==> src/rtl/muldiv_ctrl.sv <==
// muldiv_ctrl: sequences one MUL/DIV/REM/DIVU/REMU request at a time onto the
// multiplier/divider units. Define MULDIV_RESULT_CACHE_EN for a one-entry result cache.
module muldiv_ctrl #(
  parameter int TIMEOUT = 128
) (
  input  logic        clk,
  input  logic        reset,
  input  logic        flush,
  input  logic        req_valid,
  output logic        req_ready,
  input  logic [2:0]  req_op,
  input  logic        req_word,
  input  logic [63:0] req_a,
  input  logic [63:0] req_b,
  output logic        resp_valid,
  output logic [63:0] resp_data,
  output logic        resp_err,
  output logic        unit_start,
  output logic [1:0]  unit_sel,
  output logic [63:0] unit_a,
  output logic [63:0] unit_b,
  output logic        unit_abort,
  input  logic        unit_done,
  input  logic [63:0] unit_prod,
  input  logic [63:0] unit_quot,
  input  logic [63:0] unit_rem
);

  // Handshake: a request transfers on a cycle with req_valid && req_ready, a
  // legal op and no flush. resp_valid is a one-cycle pulse with no back-pressure.

  localparam logic [2:0] OP_MUL  = 3'd0;
  localparam logic [2:0] OP_DIV  = 3'd1;
  localparam logic [2:0] OP_REM  = 3'd2;
  localparam logic [2:0] OP_DIVU = 3'd3;
  localparam logic [2:0] OP_REMU = 3'd4;
  localparam int WD_W = $clog2(TIMEOUT + 1);

  typedef enum logic [1:0] {IDLE, LAUNCH, WAIT, DONE} state_t;

  state_t          state;
  state_t          state_nx;
  logic [2:0]      op_q;
  logic            word_q;
  logic            err_q;
  logic            abort_q;
  logic [WD_W-1:0] wd;

  logic            accept;
  logic            req_unsigned;
  logic            req_is_div;
  logic            req_is_rem;
  logic [63:0]     prep_a;
  logic [63:0]     prep_b;
  logic [63:0]     most_neg;
  logic            div_zero;
  logic            overflow;
  logic            fast;
  logic [63:0]     fast_raw;
  logic [63:0]     fast_res;
  logic [1:0]      sel_nx;
  logic            cache_hit;
  logic [63:0]     cache_res;
  logic [63:0]     unit_raw;
  logic [63:0]     unit_result;
  logic            unit_take;
  logic            wd_fire;

  function automatic logic [63:0] word_fix(input logic w, input logic [63:0] v);
    return w ? {{32{v[31]}}, v[31:0]} : v;
  endfunction

  assign accept       = (state == IDLE) && req_valid && (req_op <= OP_REMU) && !flush;
  assign req_unsigned = (req_op == OP_DIVU) || (req_op == OP_REMU);
  assign req_is_div   = (req_op != OP_MUL);
  assign req_is_rem   = (req_op == OP_REM) || (req_op == OP_REMU);

  always_comb begin
    prep_a = req_a;
    prep_b = req_b;
    if (req_word) begin
      if (req_unsigned) begin
        prep_a = {32'h0, req_a[31:0]};
        prep_b = {32'h0, req_b[31:0]};
      end else begin
        prep_a = {{32{req_a[31]}}, req_a[31:0]};
        prep_b = {{32{req_b[31]}}, req_b[31:0]};
      end
    end
  end

  // Most-negative value as it appears after word sign-extension.
  assign most_neg = req_word ? 64'hFFFF_FFFF_8000_0000 : 64'h8000_0000_0000_0000;
  assign div_zero = req_is_div && (prep_b == 64'h0);
  assign overflow = ((req_op == OP_DIV) || (req_op == OP_REM)) &&
                    (prep_a == most_neg) && (prep_b == {64{1'b1}});

  always_comb begin
    fast_raw = 64'h0;
    if (div_zero) fast_raw = req_is_rem ? prep_a : {64{1'b1}};
    else if (overflow) fast_raw = req_is_rem ? 64'h0 : prep_a;
  end

  assign fast     = div_zero || overflow || cache_hit;
  assign fast_res = (div_zero || overflow) ? word_fix(req_word, fast_raw) : cache_res;

  always_comb begin
    sel_nx = 2'd0;
    if (req_unsigned) sel_nx = 2'd2;
    else if (req_is_div) sel_nx = 2'd1;
  end

  always_comb begin
    unit_raw = unit_rem;
    if (op_q == OP_MUL) unit_raw = unit_prod;
    else if ((op_q == OP_DIV) || (op_q == OP_DIVU)) unit_raw = unit_quot;
  end

  assign unit_result = word_fix(word_q, unit_raw);
  assign unit_take   = (state == WAIT) && !flush && unit_done;
  // A completion arriving in the same cycle as the timeout still wins.
  assign wd_fire     = (state == WAIT) && !flush && !unit_done && (wd == WD_W'(TIMEOUT));

`ifdef MULDIV_RESULT_CACHE_EN
  logic        c_valid;
  logic [2:0]  c_op;
  logic        c_word;
  logic [63:0] c_a;
  logic [63:0] c_b;
  logic [63:0] c_res;

  assign cache_hit = c_valid && (c_op == req_op) && (c_word == req_word) &&
                     (c_a == prep_a) && (c_b == prep_b);
  assign cache_res = c_res;

  // Only reset invalidates the entry; a flush leaves it intact.
  always_ff @(posedge clk) begin
    if (reset) begin
      c_valid <= 1'b0;
      c_op    <= 3'd0;
      c_word  <= 1'b0;
      c_a     <= 64'h0;
      c_b     <= 64'h0;
      c_res   <= 64'h0;
    end else if (unit_take) begin
      c_valid <= 1'b1;
      c_op    <= op_q;
      c_word  <= word_q;
      c_a     <= unit_a;
      c_b     <= unit_b;
      c_res   <= unit_result;
    end
  end
`else
  assign cache_hit = 1'b0;
  assign cache_res = 64'h0;
`endif

  always_comb begin
    state_nx = state;
    case (state)
      IDLE:    if (accept) state_nx = fast ? DONE : LAUNCH;
      LAUNCH:  state_nx = WAIT;
      WAIT:    if (unit_done || wd_fire) state_nx = DONE;
      DONE:    state_nx = IDLE;
      default: state_nx = IDLE;
    endcase
    if (flush) state_nx = IDLE;
  end

  assign req_ready  = (state == IDLE);
  assign resp_valid = (state == DONE) && !flush;
  assign resp_err   = resp_valid && err_q;
  assign unit_start = (state == LAUNCH);
  assign unit_abort = abort_q || wd_fire;

  always_ff @(posedge clk) begin
    if (reset) begin
      state     <= IDLE;
      op_q      <= OP_MUL;
      word_q    <= 1'b0;
      err_q     <= 1'b0;
      abort_q   <= 1'b0;
      wd        <= '0;
      unit_sel  <= 2'd0;
      unit_a    <= 64'h0;
      unit_b    <= 64'h0;
      resp_data <= 64'h0;
    end else begin
      state   <= state_nx;
      abort_q <= flush && ((state == LAUNCH) || (state == WAIT));
      if (accept) begin
        op_q     <= req_op;
        word_q   <= req_word;
        err_q    <= 1'b0;
        unit_sel <= sel_nx;
        unit_a   <= prep_a;
        unit_b   <= prep_b;
        if (fast) resp_data <= fast_res;
      end
      if (state == LAUNCH) wd <= '0;
      else if (state == WAIT) wd <= wd + WD_W'(1);
      if (unit_take) begin
        resp_data <= unit_result;
      end else if (wd_fire) begin
        resp_data <= 64'h0;
        err_q     <= 1'b1;
      end
    end
  end

endmodule

==> config.mk <==
export PLATFORM = sky130hd
export DESIGN_NAME = muldiv_ctrl
export DESIGN_NICKNAME = d
export VERILOG_FILES = /design/src/rtl/muldiv_ctrl.sv
export SDC_FILE = /design/constraint.sdc
export NUM_CORES = 1
export LEC_CHECK = 0
export ABC_AREA = 0
export BUFFER_PORTS_ARGS = -buffer_cell sky130_fd_sc_hd__buf_2
export CORE_AREA = 5 5 199 201
export CTS_BUF_LIST = sky130_fd_sc_hd__clkbuf_16
export DETAILED_ROUTE_END_ITERATION = 10
export DIE_AREA = 0 0 204 206
export PLACE_DENSITY = 0.56
export SETUP_SLACK_MARGIN = 0.02
export SYNTH_ARGS = -nofsm -noshare
export SYNTH_HDL_FRONTEND = slang
export SYNTH_SLANG_ARGS = --single-unit
==> constraint.sdc <==
create_clock -name clk -period 3.1 [get_ports clk]
set_clock_uncertainty 0.05 [all_clocks]
set_input_delay 0.62 -clock clk [delete_from_list [all_inputs] [get_ports clk]]
set_output_delay 0.62 -clock clk [all_outputs]
set_load 0.03 [all_outputs]
==> results.txt <==
The number of standard cells after synthesis came out at 1455. The worst setup path is of the in2reg kind. The proportion of register bits with asynchronous set or reset after synthesis is 0%.

The number of filler instances in the final layout came out at roughly 4000. In the finished design, the share of the clock period the worst path needs comes to 94.7%. The growth of design area from synthesis to finish is 40.9%.

The total power density per cell area is between 400 and 500 nW/µm². The reported net switching power came out at approximately 2.1 mW. The transition time at the pin with the least slew margin is 1020 ps. In the final timing run, aggregate negative setup slack is 0 ps. The area taken by flip-flops and latches is around 4200 µm².

Summed over its instances, the top area cell type makes up ~37% of the synthesized netlist area. The final estimated routing congestion in global placement is between 0.9 and 1. The most critical setup path has its endpoint at resp_data[36]. The number of I/O pins is about 530. The leakage power of the design is between 7 and 8 nW. The minimum period implied by the final worst setup slack came out at about 3000 ps. The slack of the worst reg-to-reg path is around 310 ps. The number of nets in the finished design came out at 2318.

The data arrival time at the worst-slack endpoint came out at 3350 ps. TritonCTS built the clock tree. The peak supply drop is 0.320 mV. The number of flops mapped to enable cells by yosys is 0.

The number of cells traversed by the worst register-to-register path is 9. The startpoint of the most critical setup path is req_a[0]. The worst relative slew slack came out at 32.3%. The clock slew at the register clock pins of the worst setup and hold paths came out at about 60 ps. The wire length of the first global-routing pass is between 70000 and 80000 µm. The via density per instance came out at 5.22. The total global-route track usage is approximately a quarter. Once layout is complete, the cells apart from fillers number about 2500. The data required time of the critical path came out at approximately 3500 ps.

The worst setup path is captured at a flip-flop. The clock latency reported for the late side of the worst-skew pair came out at approximately 530 ps. The number of vias after detailed routing came out at roughly 13000. The net count after synthesis is between 1500 and 2000. The total wire length came out at 53600 µm. The total overflow left after global routing is 0. The initial antenna violation count came to 5. The count of placed standard cells including taps came out at about 2500. Setup repair after global routing left no endpoint under its margin.

Counting the buffers created by CTS gives 26. The largest net degree at the start of global routing came out at 98. In the routed design, unresolved DRC markers number 0. The buffer levels on the longest clock path came out at 3. The setup slack after placement is -799 ps. Setup violations remaining at the end of the flow were counted as 0. The post-detailed-route count of antenna-violating nets is 0.

After layout, the worst setup slack is between 150 and 200 ps. The most used flip-flop cell after synthesis is sky130_fd_sc_hd__dfxtp_1. The startpoint identified for the worst register-to-register timing path is state[0]. In this run the core area contains slightly above 70 standard-cell rows. The multi-input combinational cells in the finished layout cover a total of between 6000 and 7000 µm². In the final layout, the share of cells above drive strength 1 is between 30 and 40%. The final count of hold timing violations is 0. The register area share after synthesis is ~37%. By area the synthesized netlist is led by sky130_fd_sc_hd__dfxtp_1 (37%), sky130_fd_sc_hd__nor2_1 (8.6%), sky130_fd_sc_hd__nand2_1 (5.7%), sky130_fd_sc_hd__mux2i_1 (5.7%), sky130_fd_sc_hd__a211oi_1 (5.6%). Clock tree synthesis found a total of between 200 and 250 sinks. Summed over all instances, the cell type with the most area after synthesis is sky130_fd_sc_hd__dfxtp_1. The per-instance average area after synthesis is just under 8 µm². The total iterations of the first detailed-routing run came out at 4. The root buffer cell chosen for the clock tree is sky130_fd_sc_hd__clkbuf_16. The detailed placement HPWL is about 41000 µm. Measured along the y axis, the die boundary spans roughly 210 µm. Of the total power, the clock network draws around 40%. The synthesized netlist occupies a cell area of 11200 µm². The run finished with clean final reports. Once the floorplan was initialized, standard cells occupied a little under a third of the core.

The total of hold buffers inserted after clock tree synthesis is 0. The count of buffers inserted at the top-level ports is between 500 and 600. The post-detailed-route wirelength per cell came out at 21.3 µm. The Yosys step of the flow raised 0 warnings. The number of storage elements in the synthesis netlist is 210.

The upper clock frequency limit came out at roughly 340 MHz. Of all nets on the critical path, the largest fanout is 64. The internal power component is between 5 and 6 mW. The worst setup path is launched from an input pin. The width of the die is approximately 200 µm.

Of the total power, the share spent switching nets is 29.5%. The worst hold path belongs to the class in2reg. Max-cap violations in this run came to 0. The worst flop-to-flop path endpoint is resp_data[20]. The number of pins with negative max-slew slack in the final report is 0. The core area is 37400 µm². The number of DRC violations after detailed-routing iteration 0 came out at roughly 750.

The number of global-route vias before repair came out at approximately 13000. The number of distinct library cell variants in the gate-level netlist after synthesis came out at 52. Per report_power, the sequential group accounts for between 40% and 50% of the total. The die footprint came out at about 42000 µm². The CTS H-tree depth is 1. Combinational logic burns 18.8% of the power.
cells in the mapped netlist, types with 17 or more instances:
master	number
sky130_fd_sc_hd__dfxtp_1	210
sky130_fd_sc_hd__nor3_1	50
sky130_fd_sc_hd__nand2_1	171
sky130_fd_sc_hd__o21ai_0	48
sky130_fd_sc_hd__o22ai_1	20
sky130_fd_sc_hd__nor3_2	41
sky130_fd_sc_hd__nor2b_1	17
sky130_fd_sc_hd__nand4_1	36
sky130_fd_sc_hd__a211oi_1	83
sky130_fd_sc_hd__mux2i_1	64
sky130_fd_sc_hd__a21o_1	20
sky130_fd_sc_hd__a21oi_1	102
sky130_fd_sc_hd__clkbuf_1	116
sky130_fd_sc_hd__o311a_1	45
sky130_fd_sc_hd__o211ai_1	31
sky130_fd_sc_hd__nor2_1	257
sky130_fd_sc_hd__nor4_1	34
through the flow:
stage	hold WS [ps]	power [mW]	utilization, %	area [µm²]
global route	305	7.41	42.3	15800
global placement	390	4.23	40.0	14900
CTS	273	7.19	42.2	15800
finish	303	7.11	42.3	15800
floorplan	382	3.58	-	11200
detailed placement	393	4.24	40.0	14900
cells in the final DEF (no fill, tap or decap), types with 36 or more instances in the layout:
| cell | synthesis | final |
|---|---|---|
| sky130_fd_sc_hd__buf_4 | 2 | 100 |
| sky130_fd_sc_hd__nor2_1 | 257 | 255 |
| sky130_fd_sc_hd__nor3_2 | 41 | 41 |
| sky130_fd_sc_hd__mux2i_1 | 64 | 64 |
| sky130_fd_sc_hd__nand2_1 | 171 | 171 |
| sky130_fd_sc_hd__dfxtp_1 | 210 | 210 |
| sky130_fd_sc_hd__buf_2 | 8 | 526 |
| sky130_fd_sc_hd__nand4_1 | 36 | 36 |
| sky130_fd_sc_hd__o311a_1 | 45 | 45 |
| sky130_fd_sc_hd__a211oi_1 | 83 | 83 |
| sky130_fd_sc_hd__nor3_1 | 50 | 49 |
| sky130_fd_sc_hd__o21ai_0 | 48 | 48 |
| sky130_fd_sc_hd__a21oi_1 | 102 | 101 |
what timing repair did:
action                                  4_1_cts  5_1_grt
pin swaps                                     1        1
endpoints found under the setup margin       19       64
gates resized for setup                       1        5
setup buffers                                 1        0
how the worst min path moves through the flow:
stage,endpoint,from,cells after the start
floorplan,err_q,err_q,2
global placement,unit_b[13],unit_b[13],2
detailed placement,unit_b[6],unit_b[6],2
CTS,unit_b[7],req_b[7],3
global route,unit_b[7],req_b[7],3
finish,unit_b[7],req_b[7],3
metal layers:
layer | GRT usage, % | vias up | share of wire [%]
met5 | 0 | - | 0.073
met4 | 6.46 | 6 | 3.1
met3 | 5.30 | 78 | 7.6
met2 | 42.1 | 533 | 49
met1 | 29.2 | 6198 | 40
li1 | - | 6318 | -
state kept, by name, summed over array words and instances, names as in the netlist:
signal and flops:
resp_data 64, unit_a 64, unit_b 64, wd 8
op_q 3, state 2, unit_sel 2, abort_q 1
err_q 1, word_q 1
layout make-up:
type                       count  share of cell area (%)
antenna                        2                  0.0316
clock buffer                  27                    4.27
clock inverter                20                   0.862
inverter                       6                   0.142
multi-input combinational   1100                    41.1
sequential                   210                    26.6
tap                          511                    4.04
timing repair buffer         639                    23.0
power groups by stage:
stage	clock (mW)	combinational [mW]	sequential, mW
floorplan	0	0.499	3.08
global placement	0	1.33	2.90
detailed placement	0	1.34	2.90
CTS	3.00	1.34	2.85
global route	3.11	1.44	2.86
finish	2.93	1.34	2.85
worst max-delay path: stages:
cell                      delay [ps]
sky130_fd_sc_hd__buf_2           110
sky130_fd_sc_hd__or4_1           590
sky130_fd_sc_hd__or4_4           540
sky130_fd_sc_hd__nor4_2          300
sky130_fd_sc_hd__nand2_1          80
sky130_fd_sc_hd__o31a_2          350
sky130_fd_sc_hd__buf_12          210
sky130_fd_sc_hd__o311a_1         380
sky130_fd_sc_hd__nor3_2          140
cell families after synthesis:
| kind of cell | share of synthesized area, % |
|---|---|
| and+or+nand+nor | 28.0 |
| AOI/OAI and AO/OA | 22.2 |
| DFF | 37.5 |
| buffers and inverters | 5.41 |
| muxes | 5.71 |
| xor gates and xnor gates | 0.546 |
| adders and majority gates | 0.669 |
Note: power is estimated with default switching activity, not from simulation.
